## src/rtl/ext_sram_dma.sv

```systemverilog
// ext_sram_dma: word copy/fill engine mastering the external SRAM R0/W0 ports.
// A small FIFO lets the next read overlap the write still in flight.
//
// Ports:
//   clk, rst_n            clock, async active-low reset
//   start, mode           begin request (IDLE only), 0=copy 1=fill
//   src_addr, dst_addr    first read / write word address
//   len, fill_data        word count, constant for fill mode
//   busy, done, err       in progress, 1-cycle completion, sticky timeout
//   R0_*                  read channel (clk, addr, valid out; data, ready in)
//   W0_*                  write channel (clk, addr, data, valid out; ready in)
module ext_sram_dma #(
    parameter int ADDR_W     = 26,
    parameter int DATA_W     = 32,
    parameter int FIFO_DEPTH = 2,
    parameter int TIMEOUT    = 64
) (
    input  logic              clk,
    input  logic              rst_n,
    input  logic              start,
    input  logic              mode,
    input  logic [ADDR_W-1:0] src_addr,
    input  logic [ADDR_W-1:0] dst_addr,
    input  logic [ADDR_W-1:0] len,
    input  logic [DATA_W-1:0] fill_data,
    output logic              busy,
    output logic              done,
    output logic              err,
    output logic              R0_clk,
    output logic [ADDR_W-1:0] R0_addr,
    output logic              R0_valid,
    input  logic [DATA_W-1:0] R0_data,
    input  logic              R0_ready,
    output logic              W0_clk,
    output logic [ADDR_W-1:0] W0_addr,
    output logic [DATA_W-1:0] W0_data,
    output logic              W0_valid,
    input  logic              W0_ready
);

    localparam int PTR_W = $clog2(FIFO_DEPTH);
    localparam int CNT_W = PTR_W + 1;
    localparam int TO_W  = $clog2(TIMEOUT + 1);

    typedef enum logic [1:0] {
        S_IDLE,
        S_RUN,
        S_FINISH
    } state_t;

    state_t state_q, state_d;

    logic              mode_q;
    logic [ADDR_W-1:0] len_q;
    logic [DATA_W-1:0] fill_q;
    logic [ADDR_W-1:0] rd_ptr_q;
    logic [ADDR_W-1:0] wr_ptr_q;
    logic [ADDR_W-1:0] rd_cnt_q;
    logic [ADDR_W-1:0] wi_cnt_q;
    logic [ADDR_W-1:0] wd_cnt_q;

    logic [DATA_W-1:0] fifo_mem [FIFO_DEPTH];
    logic [PTR_W-1:0]  fifo_wp_q;
    logic [PTR_W-1:0]  fifo_rp_q;
    logic [CNT_W-1:0]  fifo_cnt_q;

    logic [TO_W-1:0]   rd_to_q;
    logic [TO_W-1:0]   wr_to_q;

    logic run;
    logic rd_acc;
    logic wr_acc;
    logic rd_to_hit;
    logic wr_to_hit;
    logic abort;
    logic wr_last;
    logic fifo_room;
    logic wr_avail;
    logic rd_issue;
    logic wr_issue;
    logic push;
    logic pop;

    assign R0_clk = clk;
    assign W0_clk = clk;

    assign run    = (state_q == S_RUN);
    assign rd_acc = R0_valid && R0_ready;
    assign wr_acc = W0_valid && W0_ready;

    // The wait counter holds TIMEOUT-1 on the TIMEOUT-th stalled cycle.
    assign rd_to_hit = R0_valid && !R0_ready
                    && (rd_to_q == TO_W'(TIMEOUT - 1));
    assign wr_to_hit = W0_valid && !W0_ready
                    && (wr_to_q == TO_W'(TIMEOUT - 1));
    assign abort     = run && (rd_to_hit || wr_to_hit);

    assign wr_last = wr_acc && ((wd_cnt_q + ADDR_W'(1)) == len_q);

    // A slot popped on this edge is already usable by the next read.
    assign fifo_room = (fifo_cnt_q != CNT_W'(FIFO_DEPTH)) || wr_acc;

    // Only one request per channel is ever outstanding, so an idle
    // valid means the FIFO head is not owned by any in-flight write.
    assign wr_avail = mode_q ? (wi_cnt_q != len_q)
                             : (fifo_cnt_q != '0);

    assign rd_issue = run && !abort && !mode_q && !R0_valid
                   && (rd_cnt_q != len_q) && fifo_room;
    assign wr_issue = run && !abort && !W0_valid && wr_avail;

    assign push = run && !abort && rd_acc;
    assign pop  = run && !abort && wr_acc && !mode_q;

    always_ff @(posedge clk or negedge rst_n) begin
        if (!rst_n) begin
            state_q <= S_IDLE;
        end else begin
            state_q <= state_d;
        end
    end

    always_comb begin
        state_d = state_q;
        busy    = 1'b0;
        done    = 1'b0;
        unique case (state_q)
            S_IDLE: begin
                if (start) begin
                    state_d = (len == '0) ? S_FINISH : S_RUN;
                end
            end
            S_RUN: begin
                busy = 1'b1;
                if (abort || wr_last) begin
                    state_d = S_FINISH;
                end
            end
            S_FINISH: begin
                done    = 1'b1;
                state_d = S_IDLE;
            end
            default: begin
                state_d = S_IDLE;
            end
        endcase
    end

    always_ff @(posedge clk) begin
        if (push) begin
            fifo_mem[fifo_wp_q] <= R0_data;
        end
    end

    always_ff @(posedge clk or negedge rst_n) begin
        if (!rst_n) begin
            err        <= 1'b0;
            R0_valid   <= 1'b0;
            R0_addr    <= '0;
            W0_valid   <= 1'b0;
            W0_addr    <= '0;
            W0_data    <= '0;
            mode_q     <= 1'b0;
            len_q      <= '0;
            fill_q     <= '0;
            rd_ptr_q   <= '0;
            wr_ptr_q   <= '0;
            rd_cnt_q   <= '0;
            wi_cnt_q   <= '0;
            wd_cnt_q   <= '0;
            fifo_wp_q  <= '0;
            fifo_rp_q  <= '0;
            fifo_cnt_q <= '0;
            rd_to_q    <= '0;
            wr_to_q    <= '0;
        end else if (state_q == S_IDLE) begin
            if (start) begin
                err        <= 1'b0;
                mode_q     <= mode;
                len_q      <= len;
                fill_q     <= fill_data;
                rd_ptr_q   <= src_addr;
                wr_ptr_q   <= dst_addr;
                rd_cnt_q   <= '0;
                wi_cnt_q   <= '0;
                wd_cnt_q   <= '0;
                fifo_wp_q  <= '0;
                fifo_rp_q  <= '0;
                fifo_cnt_q <= '0;
            end
            rd_to_q <= '0;
            wr_to_q <= '0;
        end else if (abort) begin
            err        <= 1'b1;
            R0_valid   <= 1'b0;
            W0_valid   <= 1'b0;
            fifo_wp_q  <= '0;
            fifo_rp_q  <= '0;
            fifo_cnt_q <= '0;
            rd_to_q    <= '0;
            wr_to_q    <= '0;
        end else if (run) begin
            if (rd_issue) begin
                R0_valid <= 1'b1;
                R0_addr  <= rd_ptr_q;
                rd_ptr_q <= rd_ptr_q + ADDR_W'(1);
                rd_cnt_q <= rd_cnt_q + ADDR_W'(1);
            end else if (rd_acc) begin
                R0_valid <= 1'b0;
            end

            if (wr_issue) begin
                W0_valid <= 1'b1;
                W0_addr  <= wr_ptr_q;
                W0_data  <= mode_q ? fill_q : fifo_mem[fifo_rp_q];
                wr_ptr_q <= wr_ptr_q + ADDR_W'(1);
                wi_cnt_q <= wi_cnt_q + ADDR_W'(1);
            end else if (wr_acc) begin
                W0_valid <= 1'b0;
                wd_cnt_q <= wd_cnt_q + ADDR_W'(1);
            end

            if (push) begin
                fifo_wp_q <= fifo_wp_q + PTR_W'(1);
            end
            if (pop) begin
                fifo_rp_q <= fifo_rp_q + PTR_W'(1);
            end
            unique case ({push, pop})
                2'b10:   fifo_cnt_q <= fifo_cnt_q + CNT_W'(1);
                2'b01:   fifo_cnt_q <= fifo_cnt_q - CNT_W'(1);
                default: fifo_cnt_q <= fifo_cnt_q;
            endcase

            rd_to_q <= (R0_valid && !R0_ready) ? rd_to_q + TO_W'(1) : '0;
            wr_to_q <= (W0_valid && !W0_ready) ? wr_to_q + TO_W'(1) : '0;
        end else begin
            rd_to_q <= '0;
            wr_to_q <= '0;
        end
    end

endmodule

```

## config.mk

```make
export PLATFORM = sky130hd
export DESIGN_NAME = ext_sram_dma
export DESIGN_NICKNAME = d
export VERILOG_FILES = /design/src/rtl/ext_sram_dma.sv
export SDC_FILE = /design/constraint.sdc
export NUM_CORES = 1
export LEC_CHECK = 0
export CAP_MARGIN = 40
export CORE_AREA = 2 2 245 150
export DETAILED_ROUTE_END_ITERATION = 12
export DIE_AREA = 0 0 247 152
export PLACE_DENSITY = 0.81
export SLEW_MARGIN = 5
export SYNTH_ARGS = -nofsm -noshare
export SYNTH_HDL_FRONTEND = slang
export SYNTH_SLANG_ARGS = --single-unit
```

## constraint.sdc

```tcl
create_clock -name clk -period 4.4 [get_ports clk]
set_clock_uncertainty 0.05 [all_clocks]
set_input_delay 0.44 -clock clk [delete_from_list [all_inputs] [get_ports clk]]
set_output_delay 0.44 -clock clk [all_outputs]
set_load 0.005 [all_outputs]
```

After elaboration in Yosys (flattened, before gate mapping)
Memory sizes are Yosys's and may differ from the RTL's.
Cells that the tools add are included.
{"block": "word_totals", "register_bits": 296, "ram_bits": 64, "in_bits": 148, "output_inout_bits": 91, "word_cells": 169, "memories": 1}
{"block": "op_classes", "addsub": 11, "n_eq_ne": 14, "n_mux": 66, "bitwise_logic": 2, "reduce_logical": 55}
{"memory": "fifo_mem", "depth": 2, "width": 32, "read_ports": 1, "rd_ports_with_merged_regs": 0, "write_ports": 1, "line": "62", "source": "logic [DATA_W-1:0] fifo_mem [FIFO_DEPTH];"}
{"operator": "$mux W26", "count": 24}
{"operator": "$add A26 B1 Y26 const B", "count": 5}
{"operator": "$mux W7", "count": 8}
{"operator": "$ne A26 B26 Y1", "count": 2}
{"operator": "$mux W32", "count": 1}
{"operator": "$eq A26 B26 Y1", "count": 1}
{"operator": "$logic_not A26 Y1", "count": 1}
{"operator": "$mux W1", "count": 24}
{"operator": "$logic_and A1 B1 Y1", "count": 18}
{"operator": "$reduce_and A4 Y1", "count": 4}
{"operator": "$reduce_and A3 Y1", "count": 5}
{"operator": "$reduce_bool A3 Y1", "count": 5}
{"operator": "$add A7 B1 Y7 const B", "count": 2}
{"operator": "$eq A7 B6 Y1 const B", "count": 2}
{"operator": "$mux W2", "count": 7}
{"operator": "$reduce_bool A2 Y1", "count": 7}
{"operator": "$pmux W2 S2", "count": 2}
{"operator": "$logic_not A1 Y1", "count": 6}
{"operator": "$ne A2 B1 Y1 const B", "count": 3}
{"operator": "$reduce_and A2 Y1", "count": 3}
{"operator": "$reduce_and A5 Y1", "count": 1}
{"operator": "$eq A2 B1 Y1 const B", "count": 2}
{"operator": "$eq A2 B2 Y1 const B", "count": 2}
{"operator": "$ne A2 B2 Y1 const B", "count": 2}
{"operator": "other kinds (7)", "count": 11}

Logic depth before layout (Yosys ltp)
Gate-level depths: netlist of run 1.
{"block": "logic_depth", "depth_word": 15, "mapped_depth": 13, "mapped_depth_nobuf": 12}

==> results.toml, run 1 <==
[clock_network]
cts_tree = "done"
clk_pin_slew_ns = 0.06
post-cts-setup-buffers = 0
ctsResizeCount = 0
clk_latency_ns = 0.65

[setup_path]
r2r_cells = 9
arrival_ns = 3.95
cp-startpoint = "rd_to_q[0]"
cp_cell_sequence = "ha_1 -> nand3_1 -> or4_1 -> nand3_1 -> a211o_4 -> nand2_1 -> buf_4 -> a21oi_1 -> a21oi_1"
required_ns = 4.85
reg2reg_slack_ns = 0.91
start_kind = "flop"
worstSetupPathType = "reg2reg"
r2r_start = "rd_to_q[0]"
cp.buffers_inverters = 1
path_delay_family = "simple AND/OR/NAND/NOR gates"
critPathMaxFanout = 68
r2r-end = "wr_ptr_q[21]"
cp-endpoint = "wr_ptr_q[21]"
worst_path_max_delay_cell = "a211o_4"
crit_cells = 9
end_kind = "flop"
max_stage_delay_ns = 0.60

[sta]
fmax_mhz = 286
slew_viol_final = 0
relSlewSlack_pct = 36.0
final_hold_viol_count = 0
worst_pin_slew_ns = 0.960
hold_ws_ns = 0.267
finalCritPeriodShare_pct = 79.4
rsz0062_at_grt = "false"
finalCriticalPeriod_ns = 3.49
tns_ns = 0
setup_violations = 0

[die]
die-height_um = 152
dieWidth_um = 247
num_rows = 54
start_util_pct = 49.0
dieArea_mm2 = 0.0375
core-area_mm2 = 0.0356
ios = 239

[power]
combPwrFrac_pct = 35.6
p_switching_w = 0.00503
p_leak_nw = 8.69
power_frac_seq_pct = 40.3
p_per_area_mw_per_mm2 = 633
irDropWorstVdd_mv = 0.514
power_frac_clock_pct = 24.1
power_w = 0.0136
internal_power_w = 0.00858
p_sw_share_pct = 37.0

[route]
routed_via_density = 5.92
finalWirelength_um = 47800
detail_route.iter0.violations = 1615
postRouteAntennaNets = 0
drc = 0
first_pass_iters = 6
vias = 14700
wl_per_cell_um = 19.3

[synthesis]
synth_cell_types = 73
synth.top_cell.area_share_pct = 42.4
synth_fp_nets = 1934
synth-seq-area-share_pct = 53.5
yosys.area.top_type = "dfrtp_1"
ys_ff_latch = 360
postSynth.asyncResetShare_pct = 82.2
synth_cells = 1778
synth_flop_cell = "dfrtp_1"
synth_area_leaders = "dfrtp_1, edfxtp_1, nand2_1"
avgSynthCellArea_um2 = 9.82
synth_warnings = 0
syn_area_mm2 = 0.0175
synth_edf_count = 64

[global_route]
grt_util_all_layers_pct = 25.7
overflow = 0
grt_max_degree = 114
grt_pass1_wl_um = 77300
grt_pass1_vias = 14400
antenna_found_initial = 2

[finish]
regMostFlops = "fifo_mem"
drive_above_1_share_pct = 7.95
nNetsFinal = 2131
area_delta_synth_final_pct = 23.2
largest_register_ffs = 64
reg_top3 = "fifo_mem x64, W0_data x32, fill_q x32"
final_common_cell = "nand2_1"
fillers = 2876
final_cell_mix = "nand2_1, dfrtp_1, clkdlybuf4s50_1"

[run_status]
run_status = "finished, final reports clean"

[hold_path]
hp-class = "in2reg"

[place]
port_buffers = 238
dp_hpwl_um = 32600
gp_congestion = 0.942

[run]
max_cap_viol_count = 0
worst min-delay path, cell delays in order:
cell and delay [ns]:
clkdlybuf4s50_1 0.39, nand2_1 0.05, nand2_1 0.04
area by class of cell:
class / count / area [um^2] / share of cell area, %
sequential: 360 / 9330 / 43.4
multi-input combinational: 1288 / 7620 / 35.4
timing repair buffer: 259 / 2580 / 12.0
clock buffer: 56 / 1140 / 5.32
tap: 476 / 596 / 2.77
clock inverter: 13 / 131 / 0.611
inverter: 25 / 93.8 / 0.436
antenna: 1 / 2.50 / 0.0116
cells by family after synthesis:
group,Yosys count,share of synthesized area (%)
DFF,360,53.5
adders and majority gates,8,0.574
and+or+nand+nor,685,18.2
AOI/OAI and AO/OA,384,13.0
muxes,88,5.40
buffers and inverters,130,3.20
xor gates and xnor gates,123,6.17
cell usage after synthesis, drive strengths merged, types with 7 or more instances:
master,number
a211oi,7
clkbuf,85
nand3,55
a31oi,12
inv,25
dfrtp,296
ha,8
nor2,131
xnor2,99
edfxtp,64
nand2,320
xor2,24
nand4,34
a21oi,120
o31ai,16
nand2b,12
o21ai,136
or2,7
mux2,49
o22ai,22
mux2i,39
and2,9
nor4,24
buf,20
or3,13
and4,7
o211ai,7
or4,12
nor3,26
o2111ai,7
and3,15
power by group through the flow:
stage / Combinational [W] / Clock, W / Sequential [W]
floorplan: 0.00310 / 0.0000295 / 0.00508
finish: 0.00484 / 0.00328 / 0.00548
global placement: 0.00455 / 0.0000383 / 0.00549
global route: 0.00537 / 0.00348 / 0.00558
detailed placement: 0.00480 / 0.0000383 / 0.00548
CTS: 0.00483 / 0.00334 / 0.00544
per-stage QoR:
step           std cells  util (%)  setup slack [ns]  area [um^2]
2_1_floorplan       1778         -              1.35        17500
3_3_place_gp        2408      56.8             0.868        20200
3_5_place_dp        2409      56.8             0.732        20200
4_1_cts             2477      60.4              1.01        21500
5_1_grt             2477      60.4             0.679        21500
6_report            2478      60.4             0.907        21500
worst min path at each step:
stage,start,end,depth (start not counted)
final,fill_data[2],fill_q[2],3
after global placement,wr_to_q[0],wr_to_q[0],1
after CTS,fill_data[2],fill_q[2],3
after detailed placement,rd_to_q[0],rd_to_q[0],1
after floorplan,rst_n,R0_addr[0],0
after global routing,fill_data[15],fill_q[15],3
metal layers:
metal  GRT usage, %  vias to the layer above  wire (um)
li1               -                     6686          -
met5              0                        -         13
met4           8.06                        2       1310
met1           36.0                     7206      20100
met3           5.92                      113       4190
met2           39.9                      670      22200
timing repair:
item | 4_1_cts | 5_1_grt
endpoints found under the setup margin | 0 | 0
hold endpoints to repair | 111 | 0
hold buffers | 1 | 0
No activity file was read; power rests on OpenSTA's default activity.
==> inputs of run 2 (changes only) <==
--- a/config.mk
+++ b/config.mk
@@ -9,7 +9,7 @@
 export CORE_AREA = 2 2 245 150
 export DETAILED_ROUTE_END_ITERATION = 12
 export DIE_AREA = 0 0 247 152
-export PLACE_DENSITY = 0.81
+export PLACE_DENSITY = 0.84
 export SLEW_MARGIN = 5
 export SYNTH_ARGS = -nofsm -noshare
 export SYNTH_HDL_FRONTEND = slang
==> constraint.sdc (replaced) <==
create_clock -name clk -period 3.2 [get_ports clk]
set_clock_uncertainty 0.05 [all_clocks]
set_input_delay 0.32 -clock clk [delete_from_list [all_inputs] [get_ports clk]]
set_output_delay 0.32 -clock clk [all_outputs]
set_load 0.005 [all_outputs]
==> run 2 against run 1 <==
Net effect:
- sequential power is 36% higher
- cell count up 1.4%
- maximum frequency is 16% higher
- first-iteration DRC count up 25%
- core utilization up 1.1 points
- die area unchanged
- largest power group unchanged
==> results.toml, run 2 (synthesized netlist as in run 1, its figures left out) <==
[clock_network]
clk_pin_slew_ns = 0.06
cts_tree = "done"
clk_latency_ns = 0.64

[finish]
area_delta_synth_final_pct = 25.4
stdcell_count = 2512
largest_register_ffs = 64
drive_above_1_share_pct = 9.77
reg_top3 = "fifo_mem x64, W0_data x32, fill_q x32"
nNetsFinal = 2164
n_antenna_cell = 0
finalCoreUtilization_pct = 61.5
regMostFlops = "fifo_mem"
final_cell_mix = "nand2_1, dfrtp_1, clkdlybuf4s50_1"
final_common_cell = "nand2_1"

[power]
internal_power_w = 0.0120
combPwrFrac_pct = 36.8
power_frac_clock_pct = 24.0
power_frac_seq_pct = 39.2
p_sw_share_pct = 37.2
p_leak_nw = 8.88
p_per_area_mw_per_mm2 = 871
p_switching_w = 0.00708
irDropWorstVdd_mv = 0.475

[route]
detail_route.iter0.violations = 2022
route.met3.wl_um = 4610
first_pass_iters = 8
finalWirelength_um = 49500
vias = 14900
postRouteAntennaNets = 0
maxUsedRoutingLayer = "met4"
wl_per_cell_um = 19.7
drc = 0
routed_via_density = 5.92
m1WireLength_um = 20700
met2_length_um = 22400

[global_route]
grt_util_all_layers_pct = 26.6
grt_pass1_vias = 14600
overflow = 0
antenna_found_initial = 0
grt_max_degree = 93
grt_pass1_wl_um = 79700

[setup_path]
required_ns = 3.63
arrival_ns = 3.45
r2r_cells = 10
r2r-end = "state_q[0]"
start_kind = "flop"
end_kind = "flop"
r2r_start = "wd_cnt_q[0]"
cp-startpoint = "wd_cnt_q[0]"
critPathMaxFanout = 7
reg2reg_slack_ns = 0.18
worstSetupPathType = "reg2reg"

[place]
port_buffers = 238
dp.cells = 2440
gp_congestion = 0.911
dp_hpwl_um = 34000

[sta]
worst_pin_slew_ns = 0.782
final_hold_viol_count = 0
slew_viol_final = 0
hold_ws_ns = 0.157
setup_violations = 0
finalCriticalPeriod_ns = 3.02
fmax_mhz = 331
tns_ns = 0
finalCritPeriodShare_pct = 94.4
rsz0062_at_grt = "false"
relSlewSlack_pct = 47.9

[die]
start_util_pct = 49.0
dieArea_mm2 = 0.0375
num_rows = 54
die-height_um = 152
ios = 239
dieWidth_um = 247
core-area_mm2 = 0.0356

[hold_path]
hold_depth = 3
hp-class = "in2reg"
worstHoldStart = "fill_data[7]"
min_to = "fill_q[7]"

[run_status]
run_status = "finished, final reports clean"

[run]
max_cap_viol_count = 0
## run 2: cell types whose count changed in the layout (fill, tap and decap cells not counted), moves of 2 or more
cell / change
clkinvlp_4: +4
clkbuf_1: -2
buf_12: +8
buf_4: +23
nand3_1: -2
clkinv_4: +3
nand3_2: +2
## run 2: cell type report
| cell class | instances | area, um^2 |
|---|---|---|
| Sequential cell | 360 | 9330 |
| Multi-Input combinational cell | 1288 | 7640 |
| Timing Repair Buffer | 290 | 2910 |
| Tap cell | 476 | 596 |
| Fill cell | 2771 | 13700 |
| Clock buffer | 55 | 1160 |
| Clock inverter | 18 | 149 |
| Inverter | 25 | 93.8 |
## run 2: power groups by stage
stage | Sequential [W] | Combinational [W] | Clock [W]
2_1_floorplan | 0.00699 | 0.00427 | 0.0000405
3_3_place_gp | 0.00744 | 0.00660 | 0.0000526
3_5_place_dp | 0.00751 | 0.00693 | 0.0000526
4_1_cts | 0.00744 | 0.00698 | 0.00464
5_1_grt | 0.00763 | 0.00770 | 0.00484
6_report | 0.00748 | 0.00701 | 0.00457
## run 2: worst max path at each step
stage                                end  slack [ns]
after CTS                     state_q[0]        0.12
final                         state_q[0]        0.18
after global placement     fifo_cnt_q[1]        0.23
after detailed placement   fifo_cnt_q[1]        0.12
after floorplan           fifo_mem[0][0]        0.15
after global routing          state_q[0]        0.06
## run 2: routing by layer
layer	global-route usage [%]	up-vias
li1	-	6756
met1	37.3	7239
met2	40.6	738
met3	5.79	132
met4	9.95	0
met5	0	-
## run 2: timing repair
item	CTS	global route
hold endpoints to repair	68	0
resized for setup	0	3
endpoints found under the setup margin	0	3
hold buffers	1	0
buffers inserted	0	0
## run 2: per-stage QoR
stage | setup WS (ns) | area, um^2 | power [W]
global route | 0.0607 | 21900 | 0.0202
floorplan | 0.151 | 17500 | 0.0113
detailed placement | 0.122 | 20600 | 0.0145
CTS | 0.115 | 21900 | 0.0191
finish | 0.180 | 21900 | 0.0191
global placement | 0.228 | 20500 | 0.0141
## run 2: critical path, cell delays in order, from the launching register on
cell and delay, ns:
dfrtp_1 0.47, ha_1 0.25, nand3_2 0.23, buf_4 0.23, or3_1 0.39, nor4_1 0.23, nor2_1 0.11, a211o_1 0.29
nor4_1 0.32, buf_4 0.19, a31oi_1 0.10
